$ cat src/rtl/bcd_timekeeper.sv
`default_nettype none
// ============================================================================
// Module   : bcd_timekeeper
// Purpose  : BCD time-of-day counter (hh:mm[:ss]) with prescaler, validated
//            parallel load, 12/24h display, day-carry and alarm-match pulses.
// Revision : 1.0 - initial release
// ============================================================================
module bcd_timekeeper #(
  parameter int SECONDS_EN = 1,
  parameter int PRESCALE   = 0,
  parameter int PS_W       = 32
) (
  input  logic       clk,
  input  logic       rst_n,
  input  logic       en,
  input  logic       tick,
  input  logic       mode_12h,
  input  logic       load,
  input  logic [3:0] ld_hour_ms,
  input  logic [3:0] ld_hour_ls,
  input  logic [3:0] ld_min_ms,
  input  logic [3:0] ld_min_ls,
  input  logic [3:0] ld_sec_ms,
  input  logic [3:0] ld_sec_ls,
  input  logic       alarm_en,
  input  logic [3:0] al_hour_ms,
  input  logic [3:0] al_hour_ls,
  input  logic [3:0] al_min_ms,
  input  logic [3:0] al_min_ls,
  output logic [3:0] hour_ms,
  output logic [3:0] hour_ls,
  output logic [3:0] min_ms,
  output logic [3:0] min_ls,
  output logic [3:0] sec_ms,
  output logic [3:0] sec_ls,
  output logic       pm,
  output logic       day_carry,
  output logic       alarm_hit,
  output logic       load_err
);

  logic [3:0] hour_ms_q, hour_ls_q, min_ms_q, min_ls_q, sec_ms_q, sec_ls_q;
  logic [3:0] hour_ms_d, hour_ls_d, min_ms_d, min_ls_d, sec_ms_d, sec_ls_d;
  logic       day_carry_q, alarm_hit_q, load_err_q;
  logic       day_carry_d, alarm_hit_d, load_err_d;
  logic [3:0] inc_hm, inc_hl, inc_mm, inc_ml, inc_sm, inc_sl;
  logic       inc_wrap, c_min, c_hour;
  logic       adv, ld_ok, load_ok, al_ok;
  logic [4:0] hour_bin, hour_12;

  // Load is rejected unless it is a legal 24h time; seconds only matter when counted.
  assign ld_ok = (ld_hour_ms < 4'd2 ? ld_hour_ls <= 4'd9 :
                  ld_hour_ms == 4'd2 && ld_hour_ls <= 4'd3) &&
                 ld_min_ms <= 4'd5 && ld_min_ls <= 4'd9 &&
                 ((SECONDS_EN == 0) || (ld_sec_ms <= 4'd5 && ld_sec_ls <= 4'd9));
  assign load_ok = load & ld_ok;
  // A malformed alarm setting must never match any time.
  assign al_ok = (al_hour_ms < 4'd2 ? al_hour_ls <= 4'd9 :
                  al_hour_ms == 4'd2 && al_hour_ls <= 4'd3) &&
                 al_min_ms <= 4'd5 && al_min_ls <= 4'd9;

  generate
    if (PRESCALE == 0) begin : g_ext_tick
      assign adv = tick & en;
    end else begin : g_prescale
      localparam logic [PS_W-1:0] PS_LAST = PS_W'(PRESCALE - 1);
      logic [PS_W-1:0] ps_q, ps_d;
      assign adv = en && (ps_q == PS_LAST);
      // Prescaler counts enabled cycles; an accepted load restarts the interval.
      always_comb begin
        ps_d = ps_q;
        if (load_ok)        ps_d = '0;
        else if (en && adv) ps_d = '0;
        else if (en)        ps_d = ps_q + 1'b1;
      end
      // Prescaler register.
      always_ff @(posedge clk or negedge rst_n) begin
        if (!rst_n) ps_q <= '0;
        else        ps_q <= ps_d;
      end
    end
  endgenerate

  // Ripple-carry successor of the current time (used only when adv is taken).
  always_comb begin
    inc_sl   = sec_ls_q;
    inc_sm   = sec_ms_q;
    inc_ml   = min_ls_q;
    inc_mm   = min_ms_q;
    inc_hl   = hour_ls_q;
    inc_hm   = hour_ms_q;
    inc_wrap = 1'b0;
    c_min    = 1'b1;
    c_hour   = 1'b0;
    if (SECONDS_EN != 0) begin
      c_min = 1'b0;
      if (sec_ls_q == 4'd9) begin
        inc_sl = 4'd0;
        if (sec_ms_q == 4'd5) begin
          inc_sm = 4'd0;
          c_min  = 1'b1;
        end else begin
          inc_sm = sec_ms_q + 4'd1;
        end
      end else begin
        inc_sl = sec_ls_q + 4'd1;
      end
    end
    if (c_min) begin
      if (min_ls_q == 4'd9) begin
        inc_ml = 4'd0;
        if (min_ms_q == 4'd5) begin
          inc_mm = 4'd0;
          c_hour = 1'b1;
        end else begin
          inc_mm = min_ms_q + 4'd1;
        end
      end else begin
        inc_ml = min_ls_q + 4'd1;
      end
    end
    if (c_hour) begin
      if (hour_ms_q == 4'd2 && hour_ls_q == 4'd3) begin
        inc_hm   = 4'd0;
        inc_hl   = 4'd0;
        inc_wrap = 1'b1;
      end else if (hour_ls_q == 4'd9) begin
        inc_hl = 4'd0;
        inc_hm = hour_ms_q + 4'd1;
      end else begin
        inc_hl = hour_ls_q + 4'd1;
      end
    end
  end

  // Next-state select: load beats adv (even a rejected load swallows the adv).
  always_comb begin
    hour_ms_d   = hour_ms_q;
    hour_ls_d   = hour_ls_q;
    min_ms_d    = min_ms_q;
    min_ls_d    = min_ls_q;
    sec_ms_d    = sec_ms_q;
    sec_ls_d    = sec_ls_q;
    day_carry_d = 1'b0;
    alarm_hit_d = 1'b0;
    load_err_d  = 1'b0;
    if (load) begin
      if (ld_ok) begin
        hour_ms_d = ld_hour_ms;
        hour_ls_d = ld_hour_ls;
        min_ms_d  = ld_min_ms;
        min_ls_d  = ld_min_ls;
        sec_ms_d  = (SECONDS_EN != 0) ? ld_sec_ms : 4'd0;
        sec_ls_d  = (SECONDS_EN != 0) ? ld_sec_ls : 4'd0;
      end else begin
        load_err_d = 1'b1;
      end
    end else if (adv) begin
      hour_ms_d   = inc_hm;
      hour_ls_d   = inc_hl;
      min_ms_d    = inc_mm;
      min_ls_d    = inc_ml;
      sec_ms_d    = inc_sm;
      sec_ls_d    = inc_sl;
      day_carry_d = inc_wrap;
      alarm_hit_d = alarm_en && al_ok && inc_sm == 4'd0 && inc_sl == 4'd0 &&
                    inc_hm == al_hour_ms && inc_hl == al_hour_ls &&
                    inc_mm == al_min_ms && inc_ml == al_min_ls;
    end
  end

  // Time and pulse registers.
  always_ff @(posedge clk or negedge rst_n) begin
    if (!rst_n) begin
      hour_ms_q   <= 4'd0;
      hour_ls_q   <= 4'd0;
      min_ms_q    <= 4'd0;
      min_ls_q    <= 4'd0;
      sec_ms_q    <= 4'd0;
      sec_ls_q    <= 4'd0;
      day_carry_q <= 1'b0;
      alarm_hit_q <= 1'b0;
      load_err_q  <= 1'b0;
    end else begin
      hour_ms_q   <= hour_ms_d;
      hour_ls_q   <= hour_ls_d;
      min_ms_q    <= min_ms_d;
      min_ls_q    <= min_ls_d;
      sec_ms_q    <= sec_ms_d;
      sec_ls_q    <= sec_ls_d;
      day_carry_q <= day_carry_d;
      alarm_hit_q <= alarm_hit_d;
      load_err_q  <= load_err_d;
    end
  end

  // Hour display: 12h folding is purely cosmetic and never touches the count.
  always_comb begin
    hour_bin = 5'(hour_ms_q) * 5'd10 + 5'(hour_ls_q);
    pm       = (hour_bin >= 5'd12);
    hour_12  = hour_bin;
    if (hour_bin == 5'd0)       hour_12 = 5'd12;
    else if (hour_bin > 5'd12)  hour_12 = hour_bin - 5'd12;
    if (mode_12h) begin
      if (hour_12 >= 5'd10) begin
        hour_ms = 4'd1;
        hour_ls = 4'(hour_12 - 5'd10);
      end else begin
        hour_ms = 4'd0;
        hour_ls = hour_12[3:0];
      end
    end else begin
      hour_ms = hour_ms_q;
      hour_ls = hour_ls_q;
    end
  end

  assign min_ms    = min_ms_q;
  assign min_ls    = min_ls_q;
  assign sec_ms    = sec_ms_q;
  assign sec_ls    = sec_ls_q;
  assign day_carry = day_carry_q;
  assign alarm_hit = alarm_hit_q;
  assign load_err  = load_err_q;

endmodule
`default_nettype wire

$ cat config.mk
export PLATFORM = sky130hd
export DESIGN_NAME = bcd_timekeeper
export DESIGN_NICKNAME = d
export VERILOG_FILES = /design/src/rtl/bcd_timekeeper.sv
export SDC_FILE = /design/constraint.sdc
export NUM_CORES = 1
export LEC_CHECK = 0
export CORE_MARGIN = 2
export CORE_UTILIZATION = 46
export CTS_BUF_LIST = sky130_fd_sc_hd__clkbuf_8
export CTS_CLUSTER_DIAMETER = 200
export CTS_CLUSTER_SIZE = 20
export DETAILED_ROUTE_END_ITERATION = 7
export GPL_TIMING_DRIVEN = 0
export PLACE_DENSITY = 0.87
export SETUP_SLACK_MARGIN = 0.15
export SLEW_MARGIN = 20
export SYNTH_ARGS = -nofsm -noshare
export SYNTH_HDL_FRONTEND = slang
export SYNTH_SLANG_ARGS = --single-unit
$ cat constraint.sdc
create_clock -name clk -period 2.9 [get_ports clk]
set_input_delay 0.58 -clock clk [delete_from_list [all_inputs] [get_ports clk]]
set_output_delay 0.58 -clock clk [all_outputs]
set_load 0.1 [all_outputs]
==> metrics.yaml <==
outcome: "complete, but fails checks"
failed_checks: "setup timing"
dp.final_hpwl_mm: 7.68
drv_cap: 0
synth-edff-count: 0
maxClockFrequency_mhz: 263
grt_pass1_wl_mm: 17.9
worst_setup_path_end_kind: "output port"
floorplan.core_area_um2: 5990
yosysTopAreaCell: "dfrtp_1"
unrepaired_setup_endpoints_after_global_routing: "true"
drt_iter0_markers: 464
yosys-mux-area-fraction_pct: 1.38
synthCells: 387
grt.total_usage_pct: 31.4
power.density_nw_per_um2: 675
avgSynthCellArea_um2: 7.47
worstPathMaxFanout: 5
portBuffers: 73
timing_max_transition_violations_final: 0
drt-total-wl_mm: 11.2
fp.dieW_um: 83.3
clock_tree_from_tritoncts: "built"
synth_top_area_share_pct: 23.4
library_cell_with_the_highest_instance_count_after_synthesis: "o21ai_0"
cts_hold_buf: 0
slew_at_the_pin_with_the_worst_max_slew_slack_ns: 0.985
finish.net_count: 544
critical_path_arrival_ns: 3.22
synth_top_family_by_area: "compound AO/OA/AOI/OAI gates"
fin_util_pct: 72.0
timing.max_slew.rel_slack_pct: 34.1
route.detailed.wl_per_inst_um: 20.1
ios: 75
syn2layout_area_growth_pct: 49.1
vias_after_detailed_routing: 3705
fp-row-count: 28
num_antenna_cells: 0
drt_drc_violations_left: 0
h_tree_levels: 1
path_clk_slew_ns: 0.12
timing.hold.worst.class: "primary input to async pin"
intPower_mw: 1.34
synth-warning-count: 0
synthesized_area_fraction_occupied_by_ao_oa_aoi_and_oai_cells_pct: 31.2
area_taken_by_multi_input_logic_gates_um2: 2350
min_period_ns: 3.80
dieArea_um2: 6940
final_hold_viol_count: 0
crit_path_launch_type: "flip-flop"
die_height_um: 83.3
clock_sinks: 27
area_share_of_fa_ha_maj_cells_after_synthesis_pct: 5.45
syn-cell-area_um2: 2890
count_of_distinct_cell_types_in_the_synthesized_netlist: 67
post-place-ws_ns: -1.58
worst_hold_slack_ns: 0.305
worst_skew_pair.late_latency_ns: 0.29
cts-buffers-inserted: 3
drt-pass1-iter-count: 4
cts_root_buf: "clkbuf_8"
detail_route.vias_per_cell: 6.63
vdd_drop_max_uv: 776
total_power_mw: 2.91
initial_core_util_pct: 48.3
fillers: 471
ys_dominant_reg_cell: "dfrtp_1"
final_critical_path_setup_slack_ns: -0.896
swShare_pct: 54.0
finalSetupViolations: 5
initial_antenna_violation_count: 0
synth_nets: 446
synthSimpleGateAreaFrac_pct: 27.8
synth-xor-area-share_pct: 4.72
setup.worst_path.class: "flip-flop to output port"
power.static_leakage_nw: 1.70
grt_start_max_net_pins: 28
post_route_cells_drive_above_1_share_pct: 18.8
seqPwrFrac_pct: 18.9
share_clk_of_total_power_pct: 8.8
grt_pass1_vias: 3553
timing.setup.tns_ns: -3.55
total_switching_power_mw: 1.57
ant_nets: 0
seq_area_frac_synth_pct: 23.4
finalWeightedCongestion: 0.956
required_ns: 2.32
grt_remaining_overflow: 0
yosys-top-cells-area: "dfrtp_1, o21ai_0, a21oi_1"
sequential_cell_area_um2: 684
ys_seq_elements: 27
finClkSkew_ns: 0.00228
power.combinational.fraction_pct: 72.4
ys_async_sr_fraction_pct: 100
cts_max_path_bufs: 2
min_period_over_period_pct: 131
ys_top_cells_by_count: "o21ai_0, a21oi_1, nand2_1, nor2_1, dfrtp_1"
==> critical path: stages, from the launching register on <==
cell      delay, ns
dfrtp_2        0.48
ha_4           0.24
ha_4           0.34
a21oi_4        0.09
and3_4         0.19
or2_1          0.22
buf_6          0.13
a2111o_1       0.41
a21o_4         0.25
a21bo_1        0.18
a22o_4         0.23
buf_12         0.16
==> per-stage QoR <==
stage	std cells	instance area, um2
CTS	552	4160
finish	559	4310
global route	559	4310
global placement	535	3810
floorplan	387	2980
detailed placement	535	3800
==> registers in the layout (all words and copies together), names as in the netlist <==
name / flops
load_err: 1
sec_ms: 4
min_ls: 4
min_ms: 4
hour_ms_q: 4
sec_ls: 4
hour_ls_q: 4
day_carry: 1
alarm_hit: 1
==> area by class of cell <==
cell class / instances / area share [%]
plain buffers: 25 / 3.02
inverters: 16 / 1.39
clock buffers: 3 / 0.958
well taps: 75 / 2.18
repair buffers: 94 / 21.8
clock inverters: 1 / 0.203
multi-input cells: 318 / 54.5
flip-flops and latches: 27 / 15.9
==> final timing paths <==
kind | startpoint | end | slack [ns] | depth (start not counted)
max | hour_ms_q[0] | hour_ls[2] | -0.90 | 11
min in group clk | sec_ms[2] | sec_ms[2] | 0.68 | 2
min reg2reg | sec_ms[2] | sec_ms[2] | 0.68 | 2
min | rst_n | min_ms[3] | 0.31 | 1
max in group asynchronous | rst_n | hour_ls_q[1] | 2.11 | 1
max reg2reg | sec_ms[1] | alarm_hit | 0.23 | 8
==> power groups by stage <==
stage	clock network [mW]	registers (mW)	logic, mW
2_1_floorplan	0	0.879	0.915
3_3_place_gp	0	0.538	1.63
3_5_place_dp	0	0.539	1.67
4_1_cts	0.250	0.535	1.97
5_1_grt	0.263	0.558	2.21
6_report	0.255	0.549	2.11
==> cell families (layout without fill, tap and decap cells) <==
group,count (synthesis),in the layout
buffers and inverters,42,139
adders and majority gates,12,12
xor gates and xnor gates,14,14
and+or+nand+nor,147,147
DFF,27,27
muxes,4,4
AOI/OAI and AO/OA,141,141
==> timing repair <==
item	4_1_cts	5_1_grt
resized for setup	80	30
buffers inserted	13	7
setup endpoints to repair	9	13
pin swaps	14	7
cloned	0	1
==> cells in the final DEF, fill, tap and decap left out, drive strengths merged, types with 5 or more instances in the layout <==
cell type,n
clkdlybuf4s50,63
o21ai,38
buf,34
a21oi,32
nand2,31
nor2,30
dfrtp,27
clkbuf,21
inv,17
a31oi,16
nand3,16
ha,11
nor2b,9
nand4,9
xor2,8
nor3,8
nand2b,7
and3,6
nor4,6
xnor2,5
a211oi,5
a21o,5
==> routing by layer <==
metal	up-vias	wire length, um	track usage (%)
li1	1655	-	-
met1	1750	4460	40.2
met2	252	5490	53.8
met3	48	878	3.78
met4	0	413	12.2
met5	-	0	0
Note: power is estimated with default switching activity, not from simulation.
